## config.mk

```make
export PLATFORM = sky130hd
export DESIGN_NAME = decodprisimples_seq_flat
export DESIGN_NICKNAME = d
export VERILOG_FILES = /design/src/rtl/decodprisimples_seq_if.sv /design/src/rtl/decodprisimples_seq.sv /design/src/flat_wrapper.sv
export SDC_FILE = /design/constraint.sdc
export NUM_CORES = 1
export LEC_CHECK = 0
export CORE_MARGIN = 1
export CORE_UTILIZATION = 40
export DETAILED_ROUTE_END_ITERATION = 10
export HOLD_SLACK_MARGIN = 0.05
export MAX_ROUTING_LAYER = met4
export PLACE_DENSITY = 0.72
export SETUP_SLACK_MARGIN = 0.15
export SYNTH_ARGS = -nofsm -noshare
export SYNTH_HDL_FRONTEND = slang
export SYNTH_SLANG_ARGS = --single-unit
```

## constraint.sdc

```tcl
create_clock -name i_clock -period 1.43 [get_ports i_clock]
set_input_delay 0.2145 -clock i_clock [delete_from_list [all_inputs] [get_ports i_clock]]
set_output_delay 0.2145 -clock i_clock [all_outputs]
set_load 0.1 [all_outputs]
```

## src/rtl/decodprisimples_seq_if.sv

```systemverilog
// Code handshake and decoded-output bundle for decodprisimples_seq.
// The master side offers codes and observes the one-hot output; the slave side is the decoder.
interface decodprisimples_seq_if;
  logic       in_valid;
  logic       in_ready;
  logic [1:0] y;
  logic [3:0] d;
  logic       d_valid;
  logic       busy;
  logic [3:0] count;

  modport master (
    output in_valid, y,
    input  in_ready, d, d_valid, busy, count
  );

  modport slave (
    input  in_valid, y,
    output in_ready, d, d_valid, busy, count
  );
endinterface

```

## src/rtl/decodprisimples_seq.sv

```systemverilog
// Sequenced 2-to-4 one-hot decoder: each accepted code is held on d for HOLD enabled cycles.
// Define DECOD_FIFO_EN to add a FIFO_DEPTH-entry code queue; otherwise codes load only when idle.
module decodprisimples_seq #(
  parameter int unsigned HOLD       = 3,
  parameter int unsigned FIFO_DEPTH = 4
) (
  input  logic                  i_clock,
  input  logic                  i_reset,
  input  logic                  i_en,
  decodprisimples_seq_if.slave  io_bus
);

  localparam int unsigned PtrW     = (FIFO_DEPTH > 1) ? $clog2(FIFO_DEPTH) : 1;
  localparam logic [3:0]  HoldInit = 4'(HOLD - 1);

  typedef enum logic [0:0] {StIdle, StHold} state_e;

  state_e        r_state;
  logic [3:0]    r_d;
  logic [3:0]    r_hcnt;
  logic          r_busy;

  logic          w_transfer;
  logic          w_load;
  logic [1:0]    w_code;
  logic [PtrW:0] w_count;

  assign w_transfer = io_bus.in_valid & io_bus.in_ready;

`ifdef DECOD_FIFO_EN
  localparam logic [PtrW:0] Full = FIFO_DEPTH[PtrW:0];

  logic [1:0]      r_mem [FIFO_DEPTH];
  logic [PtrW-1:0] r_wptr;
  logic [PtrW-1:0] r_rptr;
  logic [PtrW:0]   r_count;
  logic            w_empty, w_full, w_slot, w_pop, w_bypass, w_push;

  assign w_empty  = (r_count == '0);
  assign w_full   = (r_count == Full);
  // A load slot exists when idle, or on the last cycle of the current word.
  assign w_slot   = i_en & ((r_state == StIdle) | (r_hcnt == 4'd0));
  assign w_pop    = w_slot & ~w_empty;
  assign w_bypass = w_slot & (r_state == StIdle) & w_empty & w_transfer;
  assign w_push   = w_transfer & ~w_bypass;
  assign w_load   = w_pop | w_bypass;
  assign w_code   = w_pop ? r_mem[r_rptr] : io_bus.y;
  assign w_count  = r_count;

  assign io_bus.in_ready = i_en & ~i_reset & ~w_full;

  always_ff @(posedge i_clock) begin
    if (w_push) begin
      r_mem[r_wptr] <= io_bus.y;
    end
  end

  always_ff @(posedge i_clock) begin
    if (i_reset) begin
      r_wptr  <= '0;
      r_rptr  <= '0;
      r_count <= '0;
    end else begin
      if (w_push) r_wptr <= r_wptr + 1'b1;
      if (w_pop)  r_rptr <= r_rptr + 1'b1;
      if (w_push && !w_pop) begin
        r_count <= r_count + 1'b1;
      end else if (w_pop && !w_push) begin
        r_count <= r_count - 1'b1;
      end
    end
  end
`else
  assign w_load  = w_transfer;
  assign w_code  = io_bus.y;
  assign w_count = '0;

  assign io_bus.in_ready = i_en & ~i_reset & (r_state == StIdle);
`endif

  // Everything freezes while i_en is low so the word resumes exactly where it stopped.
  always_ff @(posedge i_clock) begin
    if (i_reset) begin
      r_state <= StIdle;
      r_d     <= '0;
      r_hcnt  <= '0;
      r_busy  <= 1'b0;
    end else if (i_en) begin
      case (r_state)
        StIdle: begin
          if (w_load) begin
            r_state <= StHold;
            r_d     <= 4'b0001 << w_code;
            r_hcnt  <= HoldInit;
            r_busy  <= 1'b1;
          end
        end
        StHold: begin
          if (r_hcnt != 4'd0) begin
            r_hcnt <= r_hcnt - 1'b1;
          end else if (w_load) begin
            r_d    <= 4'b0001 << w_code;
            r_hcnt <= HoldInit;
          end else begin
            r_state <= StIdle;
            r_d     <= '0;
            r_busy  <= 1'b0;
          end
        end
        default: r_state <= StIdle;
      endcase
    end
  end

  assign io_bus.d       = r_d & {4{i_en}};
  assign io_bus.d_valid = r_busy & i_en;
  assign io_bus.busy    = r_busy;
  assign io_bus.count   = 4'(w_count);

endmodule

```

## src/flat_wrapper.sv

```systemverilog
// flat-port wrapper written by rule: the top's interface ports become plain ports
module decodprisimples_seq_flat 
#(
  parameter int unsigned HOLD       = 3,
  parameter int unsigned FIFO_DEPTH = 4
)
  (i_clock, i_reset, i_en, io_bus_in_valid, io_bus_y, io_bus_in_ready, io_bus_d, io_bus_d_valid, io_bus_busy, io_bus_count);
  decodprisimples_seq_if io_bus_i ();
  input  logic i_clock;
  input  logic i_reset;
  input  logic i_en;
  input wire logic [$bits(io_bus_i.in_valid)-1:0] io_bus_in_valid;
  input wire logic [$bits(io_bus_i.y)-1:0] io_bus_y;
  output wire logic [$bits(io_bus_i.in_ready)-1:0] io_bus_in_ready;
  output wire logic [$bits(io_bus_i.d)-1:0] io_bus_d;
  output wire logic [$bits(io_bus_i.d_valid)-1:0] io_bus_d_valid;
  output wire logic [$bits(io_bus_i.busy)-1:0] io_bus_busy;
  output wire logic [$bits(io_bus_i.count)-1:0] io_bus_count;
  assign io_bus_i.in_valid = io_bus_in_valid;
  assign io_bus_i.y = io_bus_y;
  assign io_bus_in_ready = io_bus_i.in_ready;
  assign io_bus_d = io_bus_i.d;
  assign io_bus_d_valid = io_bus_i.d_valid;
  assign io_bus_busy = io_bus_i.busy;
  assign io_bus_count = io_bus_i.count;
  decodprisimples_seq #(.HOLD(HOLD), .FIFO_DEPTH(FIFO_DEPTH)) u_core (.i_clock(i_clock), .i_reset(i_reset), .i_en(i_en), .io_bus(io_bus_i));
endmodule
```

Yosys cells after proc, flatten, opt, wreduce, memory -nomap -nowiden
Cells that the tools add are included.
{ "word_totals": {"output_inout_bits": 11, "memories": 0, "in_bits": 6, "latchBits": 0, "word_cells": 33, "rom_bits": 0, "reg_bits": 10, "ram_bits": 0} }
{ "op_classes": {"n_reduce_logical": 3, "addsub": 1, "n_bitwise": 7, "magnitude_cmp": 0, "eq_ne": 3, "n_div": 0, "n_mul": 0, "n_shift": 1, "n_mux": 14} }
{ "ops": {"columns": ["operator", "n"], "rows": [
  ["$mux W4", 5],
  ["$pmux W4 S2", 2],
  ["$mux W1", 5],
  ["$and A1 B1 Y1", 4],
  ["$and A4 B4 Y4", 1],
  ["$ne A2 B2 Y1 const B", 2],
  ["$pmux W1 S2", 2],
  ["$reduce_and A4 Y1", 1],
  ["$reduce_bool A4 Y1", 1],
  ["$shl A1 B2 Y4 const A", 1],
  ["$sub A4 B1 Y4 const B", 1],
  ["$reduce_and A3 Y1", 1],
  ["$ne A2 B1 Y1 const B", 1],
  ["$not A1 Y1", 2]
]} }

Logic depth before layout (Yosys ltp)
Gate-level depths: netlist of the first run.
{ "depth": {"word_depth": 7, "mapped_depth": 6, "depth_no_buf": 6} }

Worst setup path after synthesis of the first run
Ideal clock, no wire load.
{ "synth_timing": {"kind": "register to output", "from": "register u_core.r_busy (netlist: u_core.io_bus.busy)", "to": "output port io_bus_d_valid", "path_slack_ns": -0.615, "path_buffers": 0, "stages_incl_launch_ff": 2, "t_required_ns": 1.216, "arrival_time_ns": 1.830, "cell_sequence": "dfxtp_1 > and2_1"} }
{ "synth_between": {"elab_chain_cells": 1} }
{ "synth_lines": {"columns": ["element", "line", "rtl"], "rows": [
  ["from (decl)", "decodprisimples_seq.sv:21", "logic r_busy;"],
  ["from (signal assigned)", "decodprisimples_seq.sv:87", "r_busy <= 1'b0;"],
  ["from (signal assigned)", "decodprisimples_seq.sv:95", "r_busy <= 1'b1;"],
  ["from (signal assigned)", "decodprisimples_seq.sv:107", "r_busy <= 1'b0;"],
  ["$and A1 B1 Y1", "decodprisimples_seq.sv:116", "assign io_bus.d_valid = r_busy & i_en;"],
  ["to (decl)", "flat_wrapper.sv:16", "output wire logic [$bits(io_bus_i.d_valid)-1:0] io_bus_d_valid;"]
]} }
Every way passes these cells.

Final worst setup path of the first run
{ "layout_timing": {"from": "register u_core.r_hcnt[0]", "to": "register u_core.r_d[3]"} }
{ "layout_between": {"elab_chain_cells": 3} }
{ "layout_lines": {"columns": ["element", "line", "rtl"], "rows": [
  ["from (decl)", "decodprisimples_seq.sv:20", "logic [3:0] r_hcnt;"],
  ["from (signal assigned)", "decodprisimples_seq.sv:94", "r_hcnt <= HoldInit;"],
  ["from (signal assigned)", "decodprisimples_seq.sv:100", "r_hcnt <= r_hcnt - 1'b1;"],
  ["from (signal assigned)", "decodprisimples_seq.sv:103", "r_hcnt <= HoldInit;"],
  ["$reduce_bool A4 Y1", "decodprisimples_seq.sv:99", "if (r_hcnt != 4'd0) begin"],
  ["$ne A2 B2 Y1 (no line)", null, null],
  ["$reduce_and A3 Y1 (no line)", null, null],
  ["to (signal assigned)", "decodprisimples_seq.sv:93", "r_d <= 4'b0001 << w_code;"],
  ["to (signal assigned)", "decodprisimples_seq.sv:102", "r_d <= 4'b0001 << w_code;"],
  ["to (decl)", "decodprisimples_seq.sv:19", "logic [3:0] r_d;"]
]} }
Every way passes these cells.
A chain may end at the register's enable or synchronous reset.

==> run summary, run 1 <==
Slowest stage delay, CP - 0.33 ns
Ys async rst share - 0%
CTS tree - built
Post-synthesis sequential element count - 10
DRT Pass-1 Iters - 4
Mapped cell area - 584 um2
Pwr Density - 880 mW/mm2
WL/cell - 12.3 um
Clock Skew - 0.00679 ns
Number of diodes - 0
CTS sink count - 10
Peak Freq - 738 MHz
Crit-path max FO - 4
Synth cell types - 26
Critical Path Sink Type - flop
FP Rows - 13
CP required - 1.62 ns
RSZ-0062 raised after global routing - true
Initial drt markers - 12
Synth Flop Type - dfxtp_1
Peak supply drop - 0.436 mV
Filler cells - 99
Clk_lat worst skew - 0.27 ns
CTS Buf Count - 3
Number of max-cap violations - 0
Cell Chain, Critical Path - inv_2, ha_4, nor3b_4, nor2_2, nor2_4, mux2i_1
Clock H-tree levels - 1
Fin. Hold Viols - 0
Core Util, Final - 72.0%
Post-layout instance count excluding filler cells - 112
Initial core utilization - 43.8%
DPL Wire Length - 963 um
Core Region - 0.00133 mm2
Clk pin slew, worst setup/hold paths - 0.08 ns
Crit-path slowest cell - dfxtp_2
Sequential area share after synthesis - 34.3%
Arr. time, crit path - 1.55 ns
Die Width - 40.2 um
Synth warnings - 0
Vias in the first global route - 499
Pin count of the biggest net entering global routing - 8
Syn_area_per_cell - 8.12 um2
Setup-failing EPs final - 0
First-pass GRT wire length - 2100 um
Post-Syn Instances - 72
Critical path class - flop to flop
Tmin final - 1.35 ns
Fin crit share - 94.7%
DRC - 0
All-Layer GR Usage - 21.1%
Io pins - 17
Antenna violations before repair - 0
Number of synthesized flops with an enable pin - 0
Worst setup SP type - flop
Die H - 40.2 um
Port bufs - 12
Synth area leaders - dfxtp_1 34%, mux2i_1 6.9%, and2_1 6.4%
Biggest area consumer among synthesized cells - dfxtp_1
Multi-input gate area - 405 um2
Placed insts - 105
Fin. max-slew vios - 0
Leak - 0.384 nW
Share of the synthesized area in the top cell type - 34.3%
Final ANT Viol Nets - 0
Hold Path Class - flop to flop
Final GP Congestion - 0.725
Layout area overhead - 64.5%
Status - completed
Layout cells sized above 1 - 48.5%
Root Buffer - clkbuf_4
Total gr overflow - 0
Final WL - 1370 um
Die area - 0.00162 mm2
Storage cell area - 208 um2
Total number of vias - 559
Clock Path Buffers - 2
Vias per cell - 4.99
Layout net count - 105
==> cell families (layout without fill, tap and decap cells) <==
logic type / after synthesis / in the layout / synth area share [%]
muxes: 5 / 5 / 9.42
adders and majority gates: 1 / 1 / 2.14
AOI/OAI and AO/OA: 11 / 11 / 10.5
buffers and inverters: 9 / 31 / 8.56
DFF: 10 / 10 / 34.3
other: 1 / 4 / 0.642
and+or+nand+nor: 35 / 35 / 34.5
==> critical path, delay by kind of cell, from the launching register on <==
kind          cells  cell delay, ns
fa+ha+maj         1            0.13
buf+inv           1            0.06
flops             1            0.33
mux               1            0.22
simple gates      3            0.54
==> per-layer routing <==
metal	share of wire, %	wire (um)	GRT usage, %	vias up
met5	0	0	-	-
met3	3.9	54	6.67	2
met2	49	669	33.1	15
met4	0.73	10	12.5	0
li1	-	-	-	282
met1	47	639	23.4	260
==> final timing paths <==
| check | from | to | slack, ns | cells past startpoint |
|---|---|---|---|---|
| setup / recovery | u_core.r_hcnt[0] | u_core.r_d[3] | 0.08 | 6 |
| hold / removal | u_core.r_d[2] | u_core.r_d[2] | 0.47 | 2 |
| setup reg to reg | u_core.r_hcnt[0] | u_core.r_d[3] | 0.08 | 6 |
| hold reg to reg | u_core.r_d[2] | u_core.r_d[2] | 0.47 | 2 |
==> what timing repair did <==
| item | 4_1_cts | 5_1_grt |
|---|---|---|
| gates resized for setup | 14 | 4 |
| hold endpoints to repair | 0 | 0 |
| pin swaps | 9 | 4 |
| cloned | 0 | 0 |
| hold buffers | 0 | 0 |
| setup endpoints to repair | 16 | 10 |
| buffers inserted | 3 | 0 |
==> cell usage after synthesis (2+ instances only) <==
| library cell | instances |
|---|---|
| a21oi_1 | 4 |
| buf_4 | 4 |
| nor2_1 | 8 |
| nand2_1 | 4 |
| and2_1 | 6 |
| mux2i_1 | 4 |
| nor2_2 | 2 |
| nor3_1 | 4 |
| dfxtp_1 | 10 |
| o21ai_0 | 4 |
| nand2b_1 | 5 |
| inv_1 | 3 |
==> where the power goes <==
| group | leakage, nW | internal [mW] | switching, mW | total [mW] |
|---|---|---|---|---|
| sequential | 0.0832 | 0.290 | 0.0110 | 0.301 |
| combinational | 0.280 | 0.105 | 0.174 | 0.280 |
| clock | 0.0210 | 0.155 | 0.109 | 0.264 |
| total | 0.384 | 0.551 | 0.295 | 0.845 |
==> sequential cells by signal (all words and copies together), names as in the netlist <==
| name | count |
|---|---|
| u_core.r_d | 4 |
| u_core.r_state | 1 |
| u_core.io_bus.busy | 1 |
| u_core.r_hcnt | 4 |
==> layout make-up <==
type / instances / area share [%]
tap: 15 / 1.95
inverter: 3 / 1.17
timing repair buffer: 24 / 29.3
clock buffer: 4 / 3.78
multi-input combinational: 56 / 42.2
sequential: 10 / 21.6
==> cell usage in the layout, fill, tap and decap left out, types with 2 or more instances in the layout <==
master and count:
buf_4 11, buf_12 7, nor2_1 6, dfxtp_1 6, and2_2 5, nand2b_1 5
nand2_1 4, mux2i_1 4, conb_1 4, nor2_4 3, a21oi_1 3, o21ai_0 3
clkbuf_4 3, clkdlybuf4s50_1 3, dfxtp_2 3, inv_2 2, nor3_1 2, nor2_2 2
dlygate4sd2_1 2
==> metrics by stage <==
step / worst slack, ns / hold slack [ns] / power, mW / area, um2 / setup TNS, ns
after global routing: 0.0157 / 0.509 / 0.876 / 961 / 0
after floorplan: -0.0198 / 0.357 / 0.486 / 614 / -0.0198
after detailed placement: -0.0399 / 0.462 / 0.562 / 852 / -0.302
after global placement: -0.0357 / 0.454 / 0.558 / 852 / -0.155
final: 0.0753 / 0.471 / 0.845 / 961 / 0
after CTS: 0.0384 / 0.474 / 0.845 / 946 / 0
Note: power is estimated with default switching activity, not from simulation.
==> run 2, diff against run 1 <==
--- a/config.mk
+++ b/config.mk
@@ -5,6 +5,7 @@
 export SDC_FILE = /design/constraint.sdc
 export NUM_CORES = 1
 export LEC_CHECK = 0
+export ABC_CLOCK_PERIOD_IN_PS = 1430
 export CORE_MARGIN = 1
 export CORE_UTILIZATION = 40
 export DETAILED_ROUTE_END_ITERATION = 10
==> results of run 2 <==
The final DEF is identical to that of run 1; final timing and power are the same.
